File: config.mk
export PLATFORM = sky130hd
export DESIGN_NAME = osc_freq_mon
export DESIGN_NICKNAME = d
export VERILOG_FILES = /design/src/rtl/osc_pkg.sv /design/src/rtl/sync_edge_det.sv /design/src/rtl/osc_freq_mon.sv
export SDC_FILE = /design/constraint.sdc
export NUM_CORES = 1
export LEC_CHECK = 0
export CAP_MARGIN = 15
export CORE_MARGIN = 8
export CORE_UTILIZATION = 49
export CTS_CLUSTER_DIAMETER = 150
export DETAILED_ROUTE_END_ITERATION = 10
export GPL_ROUTABILITY_DRIVEN = 0
export GPL_TIMING_DRIVEN = 0
export PLACE_DENSITY = 0.7
export SLEW_MARGIN = 20
export SYNTH_ARGS = -nofsm -noshare
export SYNTH_HDL_FRONTEND = slang
export SYNTH_SLANG_ARGS = --single-unit
File: constraint.sdc
create_clock -name CLK -period 4.6 [get_ports CLK]
set_input_delay 1.38 -clock CLK [delete_from_list [all_inputs] [get_ports CLK]]
set_output_delay 1.38 -clock CLK [all_outputs]
set_load 0.03 [all_outputs]
File: src/rtl/osc_pkg.sv
// Shared types and default constants for the oscillator frequency monitor.
`timescale 1ns/1ps
package osc_pkg;

  typedef enum logic {
    IDLE    = 1'b0,
    MEASURE = 1'b1
  } osc_state_e;

  localparam int RCOSC_HZ        = 160_000_000;
  // 1 ms gate at the RC oscillator rate, so COUNT reads directly in kHz
  localparam int DEF_GATE_CYCLES = RCOSC_HZ / 1000;
  localparam int DEF_CNT_W       = 18;

endpackage

File: src/rtl/sync_edge_det.sv
// Multi-flop synchronizer for an asynchronous input followed by a rising-edge
// strobe. Usable for any slow asynchronous level or clock input.
`timescale 1ns/1ps
module sync_edge_det #(
  parameter int SYNC_STAGES = 2
) (
  input  logic clk,
  input  logic rst,
  input  logic async_in,
  output logic edge_o
);

  if (SYNC_STAGES < 2) begin : g_bad_stages
    $error("sync_edge_det: SYNC_STAGES must be at least 2");
  end

  logic [SYNC_STAGES-1:0] sync_q, sync_d;
  logic                   dly_q, dly_d;

  // shift the input through the synchronizer, then one extra delay stage
  always_comb begin
    sync_d = {sync_q[SYNC_STAGES-2:0], async_in};
    dly_d  = sync_q[SYNC_STAGES-1];
  end

  // synchronizer and delay registers, cleared by reset
  always_ff @(posedge clk) begin
    if (rst) begin
      sync_q <= '0;
      dly_q  <= 1'b0;
    end else begin
      sync_q <= sync_d;
      dly_q  <= dly_d;
    end
  end

  assign edge_o = sync_q[SYNC_STAGES-1] & ~dly_q;

endmodule

File: src/rtl/osc_freq_mon.sv
// Frequency monitor: counts synchronized rising edges of MEAS_IN over a gate
// window of GATE_CYCLES clocks and reports the count with range/loss flags.
//
// state   | meaning
// --------+---------------------------------------------------------------
// IDLE    | counters held at 0, waiting for EN
// MEASURE | gate window running; terminal cycle publishes result, restarts
`timescale 1ns/1ps
module osc_freq_mon
  import osc_pkg::*;
#(
  parameter int GATE_CYCLES = DEF_GATE_CYCLES,
  parameter int CNT_W       = DEF_CNT_W,
  parameter int LO_LIMIT    = 24000,
  parameter int HI_LIMIT    = 26000,
  parameter int SYNC_STAGES = 2
) (
  input  logic             CLK,
  input  logic             RST,
  input  logic             EN,
  input  logic             MEAS_IN,
  output logic [CNT_W-1:0] COUNT,
  output logic             VALID,
  output logic             FREQ_OK,
  output logic             LOST,
  output logic             SAT
);

  localparam int GATE_W = (GATE_CYCLES > 1) ? $clog2(GATE_CYCLES) : 1;
  localparam logic [GATE_W-1:0] GATE_LAST = GATE_W'(GATE_CYCLES - 1);
  localparam logic [CNT_W-1:0]  CNT_MAX   = '1;
  localparam logic [CNT_W-1:0]  LO_LIM    = CNT_W'(LO_LIMIT);
  localparam logic [CNT_W-1:0]  HI_LIM    = CNT_W'(HI_LIMIT);

  if ((LO_LIMIT > HI_LIMIT) || (HI_LIMIT >= (1 << CNT_W))) begin : g_bad_limits
    $error("osc_freq_mon: need LO_LIMIT <= HI_LIMIT < 2**CNT_W");
  end

  osc_state_e        state_q, state_d;
  logic [GATE_W-1:0] gate_q, gate_d;
  logic [CNT_W-1:0]  edge_cnt_q, edge_cnt_d;
  logic [CNT_W-1:0]  count_q, count_d;
  logic              valid_q, valid_d;
  logic              freq_ok_q, freq_ok_d;
  logic              lost_q, lost_d;
  logic              sat_q, sat_d;
  logic              meas_edge;
  logic [CNT_W-1:0]  result;

  sync_edge_det #(
    .SYNC_STAGES(SYNC_STAGES)
  ) u_sync (
    .clk     (CLK),
    .rst     (RST),
    .async_in(MEAS_IN),
    .edge_o  (meas_edge)
  );

  // edge count including this cycle's strobe, sticking at full scale
  assign result = (edge_cnt_q == CNT_MAX) ? CNT_MAX
                                          : edge_cnt_q + CNT_W'(meas_edge);

  // next state, counters and result registers
  always_comb begin
    state_d    = state_q;
    gate_d     = gate_q;
    edge_cnt_d = edge_cnt_q;
    count_d    = count_q;
    valid_d    = 1'b0;
    freq_ok_d  = freq_ok_q;
    lost_d     = lost_q;
    sat_d      = sat_q;
    case (state_q)
      IDLE: begin
        gate_d     = '0;
        edge_cnt_d = '0;
        if (EN) state_d = MEASURE;
      end
      MEASURE: begin
        if (gate_q == GATE_LAST) begin
          // a window that ends as EN falls still completes and reports
          count_d    = result;
          sat_d      = (result == CNT_MAX);
          lost_d     = (result == '0);
          freq_ok_d  = (result != CNT_MAX) && (result >= LO_LIM) && (result <= HI_LIM);
          valid_d    = 1'b1;
          gate_d     = '0;
          edge_cnt_d = '0;
          state_d    = EN ? MEASURE : IDLE;
        end else if (!EN) begin
          gate_d     = '0;
          edge_cnt_d = '0;
          state_d    = IDLE;
        end else begin
          gate_d     = gate_q + GATE_W'(1);
          edge_cnt_d = result;
        end
      end
      default: begin
        gate_d     = '0;
        edge_cnt_d = '0;
        state_d    = IDLE;
      end
    endcase
  end

  // state, counter and result registers with synchronous reset
  always_ff @(posedge CLK) begin
    if (RST) begin
      state_q    <= IDLE;
      gate_q     <= '0;
      edge_cnt_q <= '0;
      count_q    <= '0;
      valid_q    <= 1'b0;
      freq_ok_q  <= 1'b0;
      lost_q     <= 1'b0;
      sat_q      <= 1'b0;
    end else begin
      state_q    <= state_d;
      gate_q     <= gate_d;
      edge_cnt_q <= edge_cnt_d;
      count_q    <= count_d;
      valid_q    <= valid_d;
      freq_ok_q  <= freq_ok_d;
      lost_q     <= lost_d;
      sat_q      <= sat_d;
    end
  end

  assign COUNT   = count_q;
  assign VALID   = valid_q;
  assign FREQ_OK = freq_ok_q;
  assign LOST    = lost_q;
  assign SAT     = sat_q;

endmodule

## Word-level counts from Yosys, hierarchy flattened

Cells that the tools add are included.

- Add/subtract/negate cells: 2
- $lt $le $gt $ge: 2
- Equality and inequality tests: 4
- Mux-type cells: 9
- Bitwise logic cells: 3
- Reduce and logical (&&, ||, !) cells: 5

Operator list:

| cell | count |
|---|---|
| 18-bit 2-to-1 mux | 5 |
| 18-bit one-hot mux with 2 select lines | 2 |
| 18-bit equality test (second input constant) | 3 |
| 18-bit by 1-bit adder with 18-bit output | 1 |
| 18-bit by 1-bit adder with 18-bit output (second input constant) | 1 |
| 18-bit by 15-bit >= comparator with 1-bit output (second input constant) | 1 |
| 18-bit by 15-bit less-or-equal comparator with 1-bit output (second input constant) | 1 |
| 18-bit zero test | 1 |
| 18-bit != test (second input constant) | 1 |
| 1-bit logical AND | 2 |
| 1-bit 2-to-1 mux | 2 |
| 1-bit NOT | 2 |
| 2-bit AND reduction | 1 |
| 2-bit OR reduction | 1 |
| 1-bit AND | 1 |

- Bits in registers: 62
- Output and inout port bits: 22
- Logic and storage cells: 35

## Longest topological paths before layout

- Word-level depth: 7
- Gate-level depth with buffers: 10
- Mapped depth without buffers: 10

## Modules after synthesis

From an unflattened synthesis, not the netlist that was laid out.

- Cells, all modules: 339
- Area, all modules: 2887.8 µm²

Modules (own cells, without submodules):

| module | instances | cells each | area each (µm²) | seq. area each (µm²) |
|---|---|---|---|---|
| osc_freq_mon | 1 | 332 | 2800.2 | 1181.1 |
| sync_edge_det | 1 | 7 | 87.6 | 60.1 |

## Least setup slack after synthesis

No wires, ideal clock.

- Kind: input port to flip-flop
- Start: input port EN
- End: register gate_q[10]
- Setup time: 128 ps
- Arrival: 2215 ps
- Setup slack: 2258 ps
- Stages: 6
- Path buffers: 2
- Cells stage by stage: nor2b_1 nand2_1 a21o_1 clkbuf_1 clkbuf_1 nor2_1

- Longest elaborated chain between the ends: 3

RTL lines:

| what | line | text |
|---|---|---|
| start, declared | osc_freq_mon.sv:20 | `input logic EN,` |
| 18-bit 2-to-1 mux | osc_freq_mon.sv:90 | `end else if (!EN) begin` |
| 18-bit 2-to-1 mux | osc_freq_mon.sv:80 | `if (gate_q == GATE_LAST) begin` |
| 18-bit one-hot mux with 2 select lines | osc_freq_mon.sv:73 | `case (state_q)` |
| end signal, assigned | osc_freq_mon.sv:120 | `gate_q <= gate_d;` |
| end, declared | osc_freq_mon.sv:40 | `logic [GATE_W-1:0] gate_q, gate_d;` |

No other way between the ends.
A chain may end at the register's enable or synchronous reset.

==> run summary <==
first-iteration detailed-routing DRC count -> 238
Final Hold Viols -> 0
Syn Nets -> 346
Fmax achieved -> 329 MHz
min Tclk post-route -> 3.04 ns
synthesis-stage register bit count -> 62
# DRC -> 0
GR Util met1 -> 21.2%
Area Growth Syn to Fin -> 19.7%
Layout Cells excl Fill -> 454
Die W -> 92.7 um
remaining antenna violation count -> 0
Post-synth EDFFs -> 0
clk_lat worst skew -> 0.33 ns
worst min path class -> reg2reg
total setup buffers inserted after CTS -> 0
DRT Pass-1 Iters -> 4
vias per cell -> 5.43
GRT Total Usage -> 16.1%
RSZ-0062 raised after global routing -> false
CTS tree -> yes
Synth cell types -> 52
clock sink count -> 62
CP Launch Type -> input port
clk buf depth -> 2
leakage power -> 0.00115 uW
reg2reg start -> u_sync.sync_q[1]
post-DP HPWL -> 4.74 mm
Worst Path Class, Setup -> in2reg
Pwr Density -> 314 mW/mm2
Tcrit/Tclk final -> 66.1%
clk_skew -> 0.00780 ns
count leader, synth -> nor2_1
Post-Route Setup TNS -> 0 ns
cell repeated most along the worst path -> clkbuf_1
post-CTS resize count -> 0
Top FF cell, synth -> dfxtp_1
largest net degree at the start of global routing -> 12
post-synthesis cell count -> 338
fin nets -> 382
total CTS buffers -> 9
crit path cell chain -> clkdlybuf4s50_1 -> nor2b_1 -> nand2_1 -> a21o_1 -> clkbuf_1 -> clkbuf_1 -> nor2_1
dominant cell type by area after synthesis -> dfxtp_1
Tot Pwr -> 1080 uW
Final setup viols -> 0
CTS root buf -> clkbuf_8
met3 Use GR -> 4.13%
ANT cells -> 0
slowest stage delay, CP -> 0.63 ns
initial core utilization -> 49.5%
filler cell count -> 557
CP Data Required Time -> 4.79 ns
critical-path maximum fanout -> 10
sequential fraction of the synthesis area -> 43.1%
post-synthesis average cell area -> 8.52 um2
WL/cell -> 14.5 um
post-synth top area share -> 43.1%
Synthesis Warnings -> 0
Max H-tree Level -> 3
max-cap violation count -> 0
M2 GR Usage -> 24.6%
routed wire length -> 6.56 mm
synth cell count leaders -> nor2_1 (79), dfxtp_1 (62), nand2_1 (25)
busiest grt layer -> met2
slowest cell on the critical path -> clkdlybuf4s50_1
synth top area cells -> dfxtp_1 (43%), nor2_1 (10%), xor2_1 (4.9%), xnor2_1 (4.3%), a211oi_1 (3.7%)
Crit path arrival time -> 3.23 ns
count of final max-slew check failures -> 0
first-pass GRT wire length -> 11.1 mm
crit path from -> RST
Port Buffers -> 25
status -> finished clean
antenna violations before repair -> 0
CP endpoint kind -> flip-flop
Peak VDD IR -> 0.249 mV
vias in the first global route -> 2316
die area -> 0.00858 mm2
row count -> 28
cell area after synthesis -> 0.00288 mm2
# IOs -> 26
Worst-path clk slew -> 0.06 ns
dpl cells -> 438
Fin Hold WS -> 0.442 ns
min-delay src -> u_sync.sync_q[0]
hold_buf cts -> 0
Slew @ Worst Pin -> 0.894 ns
DIE HEIGHT -> 92.7 um
Rel. slew slack -> 39.9%
proportion of layout cells with a drive suffix above 1 -> 10.6%
Async S/R FF share, synth -> 0%
Core Area -> 0.00582 mm2
total number of vias -> 2465
total global routing overflow -> 0
==> final timing paths <==
path | depth (start not counted) | to | slack (ns)
min | 1 | u_sync.sync_q[1] | 0.44
max | 7 | edge_cnt_q[12] | 1.56
max reg2reg | 9 | LOST | 1.93
min reg2reg | 1 | u_sync.sync_q[1] | 0.44
==> final cells by class <==
class	count	area, um2	share of cell area [%]
clock buffer	10	138	3.99
clock inverter	6	85.1	2.47
buffer	13	57.6	1.67
sequential	62	1240	36.0
tap	75	93.8	2.72
multi-input combinational	258	1560	45.3
timing repair buffer	25	250	7.26
inverter	5	18.8	0.545
==> critical path: cells and delay by family <==
family	cells	cell delay (ns)
AOI/OAI and AO/OA	1	0.08
buffers and inverters	3	1.42
and+or+nand+nor	3	0.34
==> power breakdown <==
group,leakage [uW],internal (uW),switching [uW]
logic,0.000540,5.62,9.65
clock network,0.000108,318,210
registers,0.000500,538,0.915
total,0.00115,862,221
==> flip-flops by register name, indices dropped and copies added (netlist names) <==
signal         flops
COUNT             18
edge_cnt_q        18
gate_q            18
u_sync.sync_q      2
FREQ_OK            1
LOST               1
SAT                1
VALID              1
state_q            1
u_sync.dly_q       1
==> placed cells by master, fill, tap and decap left out, drive strengths merged, types with 2 or more instances in the layout <==
cell,count
o31ai,4
clkinvlp,2
inv,5
xnor2,14
clkbuf,18
nor4,5
nor2b,10
and3,3
clkdlybuf4s50,25
buf,5
or2,4
nor3,12
or3,3
a21oi,9
or4,3
nand4,8
dfxtp,62
xor2,16
nor2,80
clkinv,2
and4,3
nand4b,2
nand3b,2
mux2i,3
bufinv,2
ha,4
nand3,18
a211oi,14
nand2,25
o21ai,2
nand2b,2
==> cells by family after synthesis <==
| kind of cell | Yosys count | synth area share, % |
|---|---|---|
| fa+ha+maj | 4 | 1.74 |
| simple gates | 184 | 32.9 |
| buf+inv | 18 | 2.65 |
| mux | 3 | 1.17 |
| flops | 62 | 43.1 |
| compound gates | 37 | 9.26 |
| xor+xnor | 30 | 9.13 |
==> per-stage QoR <==
step	utilization, %	setup slack [ns]	instance area [um2]
after floorplan	-	2.26	2880
after global placement	55.4	1.29	3220
after detailed placement	55.4	1.24	3220
after CTS	59.3	1.58	3450
after global routing	59.3	1.43	3450
final	59.3	1.56	3450
==> metal layers <==
layer  wire length [um]  up-vias
met2               2890       65
li1                   -     1247
met5                  0        -
met1               3140     1144
met3                419        9
met4                114        0
Power figures use the tool's default switching activity.
